**src/rtl/mux_arb_if.sv**
```systemverilog
// mux_arb_if: channel-side and consumer-side signals of the N-channel arbitrated mux.
// Latency/backpressure: carries no state; ACK/VOUT/READY form the valid-ready handshakes.
// Ports: EN_L, MODE, SEL, D, VALID, LAST, READY into the mux; ACK, Y, Y_L, VOUT, CH out of it.
interface mux_arb_if #(
   parameter int N = 8,
   parameter int W = 1
);
   localparam int SW = $clog2(N);

   logic          EN_L;
   logic          MODE;
   logic [SW-1:0] SEL;
   logic [N*W-1:0] D;
   logic [N-1:0]  VALID;
   logic [N-1:0]  LAST;
   logic [N-1:0]  ACK;
   logic [W-1:0]  Y;
   logic [W-1:0]  Y_L;
   logic          VOUT;
   logic          READY;
   logic [SW-1:0] CH;

   // slave: the mux itself
   modport slave (
      input  EN_L, MODE, SEL, D, VALID, LAST, READY,
      output ACK, Y, Y_L, VOUT, CH
   );

   // master: producers plus consumer driving the mux
   modport master (
      output EN_L, MODE, SEL, D, VALID, LAST, READY,
      input  ACK, Y, Y_L, VOUT, CH
   );
endinterface

```
**src/rtl/mux_arb.sv**
```systemverilog
// mux_arb: N-channel, W-bit registered mux, fixed-select (MODE=0) or round-robin (MODE=1).
// Latency: 1 cycle from ACK/VALID transfer to VOUT with data; one word per cycle at READY=1.
// Backpressure: accepts only when EN_L=0 and the output register is empty or draining.
// Ports: CLK, RST_L (async active-low) plain; everything else through mux_arb_if.slave.
// Option: define MUXARB_LOCK_EN to hold round-robin grant on one channel until its LAST word.
module mux_arb #(
   parameter int N = 8,
   parameter int W = 1
) (
   input  logic    CLK,
   input  logic    RST_L,
   mux_arb_if.slave bus
);
   localparam int SW = $clog2(N);

   logic [SW-1:0] ptr;
   logic [W-1:0]  y_q;
   logic [SW-1:0] ch_q;
   logic          vout_q;

`ifdef MUXARB_LOCK_EN
   logic          lock_vld;
   logic [SW-1:0] lock_ch;
`else
   logic          unused_last;
   assign unused_last = ^bus.LAST;
`endif

   logic          accept_ok;
   logic          rr_vld;
   logic [SW-1:0] rr_ch;
   logic          grant_vld;
   logic [SW-1:0] grant_ch;
   logic          accept;
   logic [W-1:0]  sel_dat;
   logic [N-1:0]  ack;
   logic [SW-1:0] ptr_nxt;

   always_comb begin
      // RST_L gating keeps ACK low for the whole reset interval
      accept_ok = RST_L && !bus.EN_L && (!vout_q || bus.READY);

      // Round-robin scan starting at ptr, wrapping modulo N
      rr_vld = 1'b0;
      rr_ch  = '0;
      for (int i = 0; i < N; i++) begin
         int idx;
         idx = int'(ptr) + i;
         if (idx >= N) idx = idx - N;
         if (!rr_vld && bus.VALID[SW'(idx)]) begin
            rr_vld = 1'b1;
            rr_ch  = SW'(idx);
         end
      end
`ifdef MUXARB_LOCK_EN
      // A packet in flight owns the output even if other channels are valid
      if (lock_vld) begin
         rr_vld = bus.VALID[lock_ch];
         rr_ch  = lock_ch;
      end
`endif

      grant_vld = 1'b0;
      grant_ch  = '0;
      if (!bus.MODE) begin
         if (int'(bus.SEL) < N && bus.VALID[bus.SEL]) begin
            grant_vld = 1'b1;
            grant_ch  = bus.SEL;
         end
      end else begin
         grant_vld = rr_vld;
         grant_ch  = rr_ch;
      end

      accept = grant_vld && accept_ok;

      ack = '0;
      if (accept) ack[grant_ch] = 1'b1;

      sel_dat = '0;
      for (int i = 0; i < N; i++) begin
         if (SW'(i) == grant_ch) sel_dat = bus.D[i*W +: W];
      end

      // explicit wrap so non-power-of-two N never indexes past N-1
      ptr_nxt = (grant_ch == SW'(N-1)) ? '0 : grant_ch + SW'(1);
   end

   always_ff @(posedge CLK or negedge RST_L) begin
      if (!RST_L) begin
         ptr      <= '0;
         y_q      <= '0;
         ch_q     <= '0;
         vout_q   <= 1'b0;
`ifdef MUXARB_LOCK_EN
         lock_vld <= 1'b0;
         lock_ch  <= '0;
`endif
      end else begin
         if (accept) begin
            // covers simultaneous drain+refill: VOUT simply stays high
            y_q    <= sel_dat;
            ch_q   <= grant_ch;
            vout_q <= 1'b1;
            if (bus.MODE) begin
`ifdef MUXARB_LOCK_EN
               if (bus.LAST[grant_ch]) begin
                  ptr      <= ptr_nxt;
                  lock_vld <= 1'b0;
               end else begin
                  lock_vld <= 1'b1;
                  lock_ch  <= grant_ch;
               end
`else
               ptr <= ptr_nxt;
`endif
            end
         end else if (vout_q && bus.READY) begin
            // drained with nothing to replace it; CH keeps the last source
            vout_q <= 1'b0;
            y_q    <= '0;
         end
`ifdef MUXARB_LOCK_EN
         if (!bus.MODE) lock_vld <= 1'b0;
`endif
      end
   end

   assign bus.ACK  = ack;
   assign bus.Y    = y_q;
   assign bus.Y_L  = ~y_q;
   assign bus.VOUT = vout_q;
   assign bus.CH   = ch_q;
endmodule
```
**src/flat_wrapper.sv**
```systemverilog
// flat-port wrapper written by rule: the top's interface ports become plain ports
module mux_arb_flat 
#(
   parameter int N = 8,
   parameter int W = 1
)
  (CLK, RST_L, bus_EN_L, bus_MODE, bus_SEL, bus_D, bus_VALID, bus_LAST, bus_READY, bus_ACK, bus_Y, bus_Y_L, bus_VOUT, bus_CH);
  mux_arb_if #(.N(N), .W(W)) bus_i ();
  input  logic CLK;
  input  logic RST_L;
  input wire logic [$bits(bus_i.EN_L)-1:0] bus_EN_L;
  input wire logic [$bits(bus_i.MODE)-1:0] bus_MODE;
  input wire logic [$bits(bus_i.SEL)-1:0] bus_SEL;
  input wire logic [$bits(bus_i.D)-1:0] bus_D;
  input wire logic [$bits(bus_i.VALID)-1:0] bus_VALID;
  input wire logic [$bits(bus_i.LAST)-1:0] bus_LAST;
  input wire logic [$bits(bus_i.READY)-1:0] bus_READY;
  output wire logic [$bits(bus_i.ACK)-1:0] bus_ACK;
  output wire logic [$bits(bus_i.Y)-1:0] bus_Y;
  output wire logic [$bits(bus_i.Y_L)-1:0] bus_Y_L;
  output wire logic [$bits(bus_i.VOUT)-1:0] bus_VOUT;
  output wire logic [$bits(bus_i.CH)-1:0] bus_CH;
  assign bus_i.EN_L = bus_EN_L;
  assign bus_i.MODE = bus_MODE;
  assign bus_i.SEL = bus_SEL;
  assign bus_i.D = bus_D;
  assign bus_i.VALID = bus_VALID;
  assign bus_i.LAST = bus_LAST;
  assign bus_i.READY = bus_READY;
  assign bus_ACK = bus_i.ACK;
  assign bus_Y = bus_i.Y;
  assign bus_Y_L = bus_i.Y_L;
  assign bus_VOUT = bus_i.VOUT;
  assign bus_CH = bus_i.CH;
  mux_arb #(.N(N), .W(W)) u_core (.CLK(CLK), .RST_L(RST_L), .bus(bus_i));
endmodule
```
**config.mk**
```make
export PLATFORM = sky130hd
export DESIGN_NAME = mux_arb_flat
export DESIGN_NICKNAME = d
export VERILOG_FILES = /design/src/rtl/mux_arb_if.sv /design/src/rtl/mux_arb.sv /design/src/flat_wrapper.sv
export SDC_FILE = /design/constraint.sdc
export NUM_CORES = 1
export LEC_CHECK = 0
export BUFFER_PORTS_ARGS = -buffer_cell sky130_fd_sc_hd__clkbuf_2
export CORE_AREA = 5 5 75 91
export CTS_CLUSTER_SIZE = 24
export DETAILED_ROUTE_END_ITERATION = 6
export DIE_AREA = 0 0 80 96
export PLACE_DENSITY = 0.47
export SYNTH_ARGS = -nofsm -noshare
export SYNTH_HDL_FRONTEND = slang
export SYNTH_SLANG_ARGS = --single-unit
```
**constraint.sdc**
```tcl
create_clock -name CLK -period 4.3 [get_ports CLK]
set_clock_uncertainty 0.15 [all_clocks]
set_input_delay 0.645 -clock CLK [delete_from_list [all_inputs] [get_ports CLK]]
set_output_delay 0.645 -clock CLK [all_outputs]
set_load 0.01 [all_outputs]
```
==> impl_metrics.ini <==
[route]
drc = 0
vias = 1701
wire_per_inst_um = 15.9
wirelength_mm = 5.06
initialDrtViolationCount = 57
drt_pass1_iterations = 4
vias_per_cell = 5.33
ant_nets = 0

[timing]
worst_pin_slew_ns = 0.481
rsz0062_at_grt = yes
finalSetupViolCount = 4
fin_crit_sh_pct = 100
holdWs_ns = 0.121
fin_setup_tns_ns = -0.0144
layout_min_cycle_time_ns = 4.31
max_freq_ghz = 0.232
drv_slew = 0
slew_headroom_pct = 67.7
hold_viol = 0
fin_ws_ns = -0.00647

[critical_path]
critPathLaunchType = flop
path_cells = clkinvlp_4, ha_4, mux2_4, mux4_2, nor4b_4, buf_4, a32o_1, a221oi_2, or3_4, nor3b_2, buf_2
end_kind = primary output
crit_path_max_incr_delay_ns = 0.52
crit_fanout = 6
critical_path_required_ns = 3.50
reg2reg_slack_ns = 0.06
r2r_cells = 16
worstPathArrival_ns = 3.51
crit_family = simple AND/OR/NAND/NOR gates
r2r_end = u_core.bus.Y
critical-path-slowest-cell = mux4_2
timing.rr.start = u_core.ptr[0]
path_buf_inv = 3
worstSetupPathType = reg -> out

[synthesis]
synth_area_leaders = mux4_2 12%, dfrtp_1 12%, mux2_2 8.0%
synth_edf_count = 0
synth_top_family_by_area = multiplexers
ys_types = 61
synthMuxAreaShare_pct = 33.5
synthCells = 172
synth-simple-area-share_pct = 21.6
synth_adder_area_share_pct = 5.20
synth-xor-area-share_pct = 1.56
synth_fp_nets = 211
synth_flop_cell = dfrtp_1
synth_area_um2 = 1680
synth_compound_area_share_pct = 19.4
synth_commonest_cells = 17 x nand2_1, 12 x mux2_2, 9 x inv_1, 9 x mux2i_1, 9 x mux4_2
ys_async_sr_fraction_pct = 100
synth_top_area_cell = mux4_2
synth_seq_cells = 8
synth.avg_cell_area_um2 = 9.78
synth.top_cell.area_share_pct = 12.0
yosysMostFrequentCell = nand2_1
yosysSeqAreaShare_pct = 11.9
yosysWarnings = 0

[placement]
pre_cts_slack_ns = -0.0850
dp.cells = 307
dp_hpwl_mm = 3.98
gp_congestion = 0.873
portBuffers = 37
dpl_cell_area_um2 = 2130

[die]
die_w_um = 80
io_pins = 46
fp.dieH_um = 96
core_um2 = 5900
rows = 31
dieArea_um2 = 7680
start_util_pct = 28.5

[cells_and_area]
fill_cells = 635
antenna_cells = 0
postLayoutCellArea_um2 = 2360
nNetsFinal = 278
drive_above_1_share_pct = 57.0
stdcell_count = 319
syn_to_final_growth_pct = 40.0

[outcome]
violations = negative setup slack
status = finished with violations

[clock_tree]
ctsHoldBuffers = 0
cts.sinks = 8
clock_latency_ns = 0.22
clk_pin_slew_ns = 0.04
cts_tree = done
htree_levels = 1
numCtsBuffers = 3
cts_root_buf = clkbuf_8
cts_max_path_buffers = 2

[global_routing]
grt_antenna_before_repair = 0
grt_pass1_vias = 1751
grt_pass1_wl_mm = 8.47
grt_max_degree = 16
overflow = 0
grtUsageTotal_pct = 13.8

[min_path]
hold_path_class = in -> async

[power]
ir_drop_mv = 0.323
p_leak_nw = 1.00
power-per-cell-area_nw_per_um2 = 927

[flow_run]
cap_violations = 0
[cells by family (layout without fill, tap and decap cells)]
kind of cell | count (synthesis) | in the layout
simple gates | 55 | 55
compound gates | 43 | 43
mux | 36 | 36
buf+inv | 20 | 85
flops | 8 | 8
fa+ha+maj | 7 | 7
xor+xnor | 3 | 3
[per-stage QoR]
stage / utilization, % / power (mW)
after CTS: 39.3 / 2.13
after global placement: 36.1 / 1.82
after floorplan: - / 1.33
after global routing: 40.0 / 2.37
final: 40.0 / 2.19
after detailed placement: 36.1 / 1.80
[placed cells by master, fill, tap and decap left out, types with 3 or more instances in the layout]
cell type | Yosys | final
nor3_1 | 6 | 6
ha_1 | 7 | 3
mux4_2 | 9 | 10
nand2_1 | 17 | 14
clkbuf_8 | 1 | 3
inv_2 | 1 | 3
mux4_1 | 4 | 3
inv_1 | 9 | 6
buf_2 | 1 | 5
clkbuf_2 | 0 | 32
mux2i_1 | 9 | 7
a21oi_1 | 6 | 5
mux2_2 | 12 | 10
dfrtp_1 | 8 | 8
ha_4 | 0 | 3
o21ai_0 | 8 | 7
mux2_4 | 2 | 4
buf_6 | 3 | 5
nand2b_1 | 4 | 4
buf_4 | 1 | 29
nor3b_2 | 2 | 3
[timing repair]
action | in CTS | in global routing
resized for setup | 22 | 15
pin swaps | 11 | 11
setup buffers | 9 | 2
endpoints found under the setup margin | 9 | 9
[metal layers]
layer | global-route usage, % | vias to the layer above | wire length, um | part of all wire (%)
met4 | 1.55 | 0 | 35 | 0.69
li1 | - | 816 | - | -
met3 | 2.43 | 4 | 134 | 2.6
met1 | 17.9 | 840 | 2280 | 45
met2 | 24.5 | 41 | 2600 | 51
met5 | 0 | - | 0 | 0
[layout make-up]
cell class              count  area [um2]  share of cell area (%)
clock buffers               3        41.3                    1.75
inverters                  11        45.0                    1.91
multi-input cells         144        1510                    64.0
flip-flops and latches      8         200                    8.50
well taps                  82         103                    4.35
repair buffers             71         459                    19.5
[where the power goes]
part | internal [mW] | switching [mW]
combinational | 1.01 | 0.951
sequential | 0.110 | 0.0309
clock | 0.0605 | 0.0274
[flip-flops by register name, summed over array words and instances, names as in the netlist]
signal,flops
u_core.ptr,3
u_core.bus.VOUT,1
u_core.bus.Y,1
u_core.bus.CH,3
[worst max path at each step]
stage	startpoint	endpoint	slack, ns	depth (start not counted)
after floorplan	u_core.ptr[0]	u_core.bus.Y	-0.02	20
after detailed placement	u_core.ptr[0]	u_core.bus.Y	-0.09	18
after CTS	u_core.ptr[0]	bus_ACK[3]	-0.03	11
after global routing	u_core.ptr[0]	bus_ACK[4]	-0.19	12
final	u_core.ptr[0]	bus_ACK[3]	-0.006	11
after global placement	u_core.ptr[0]	u_core.bus.Y	-0.05	18
No activity file was read; power rests on OpenSTA's default activity.
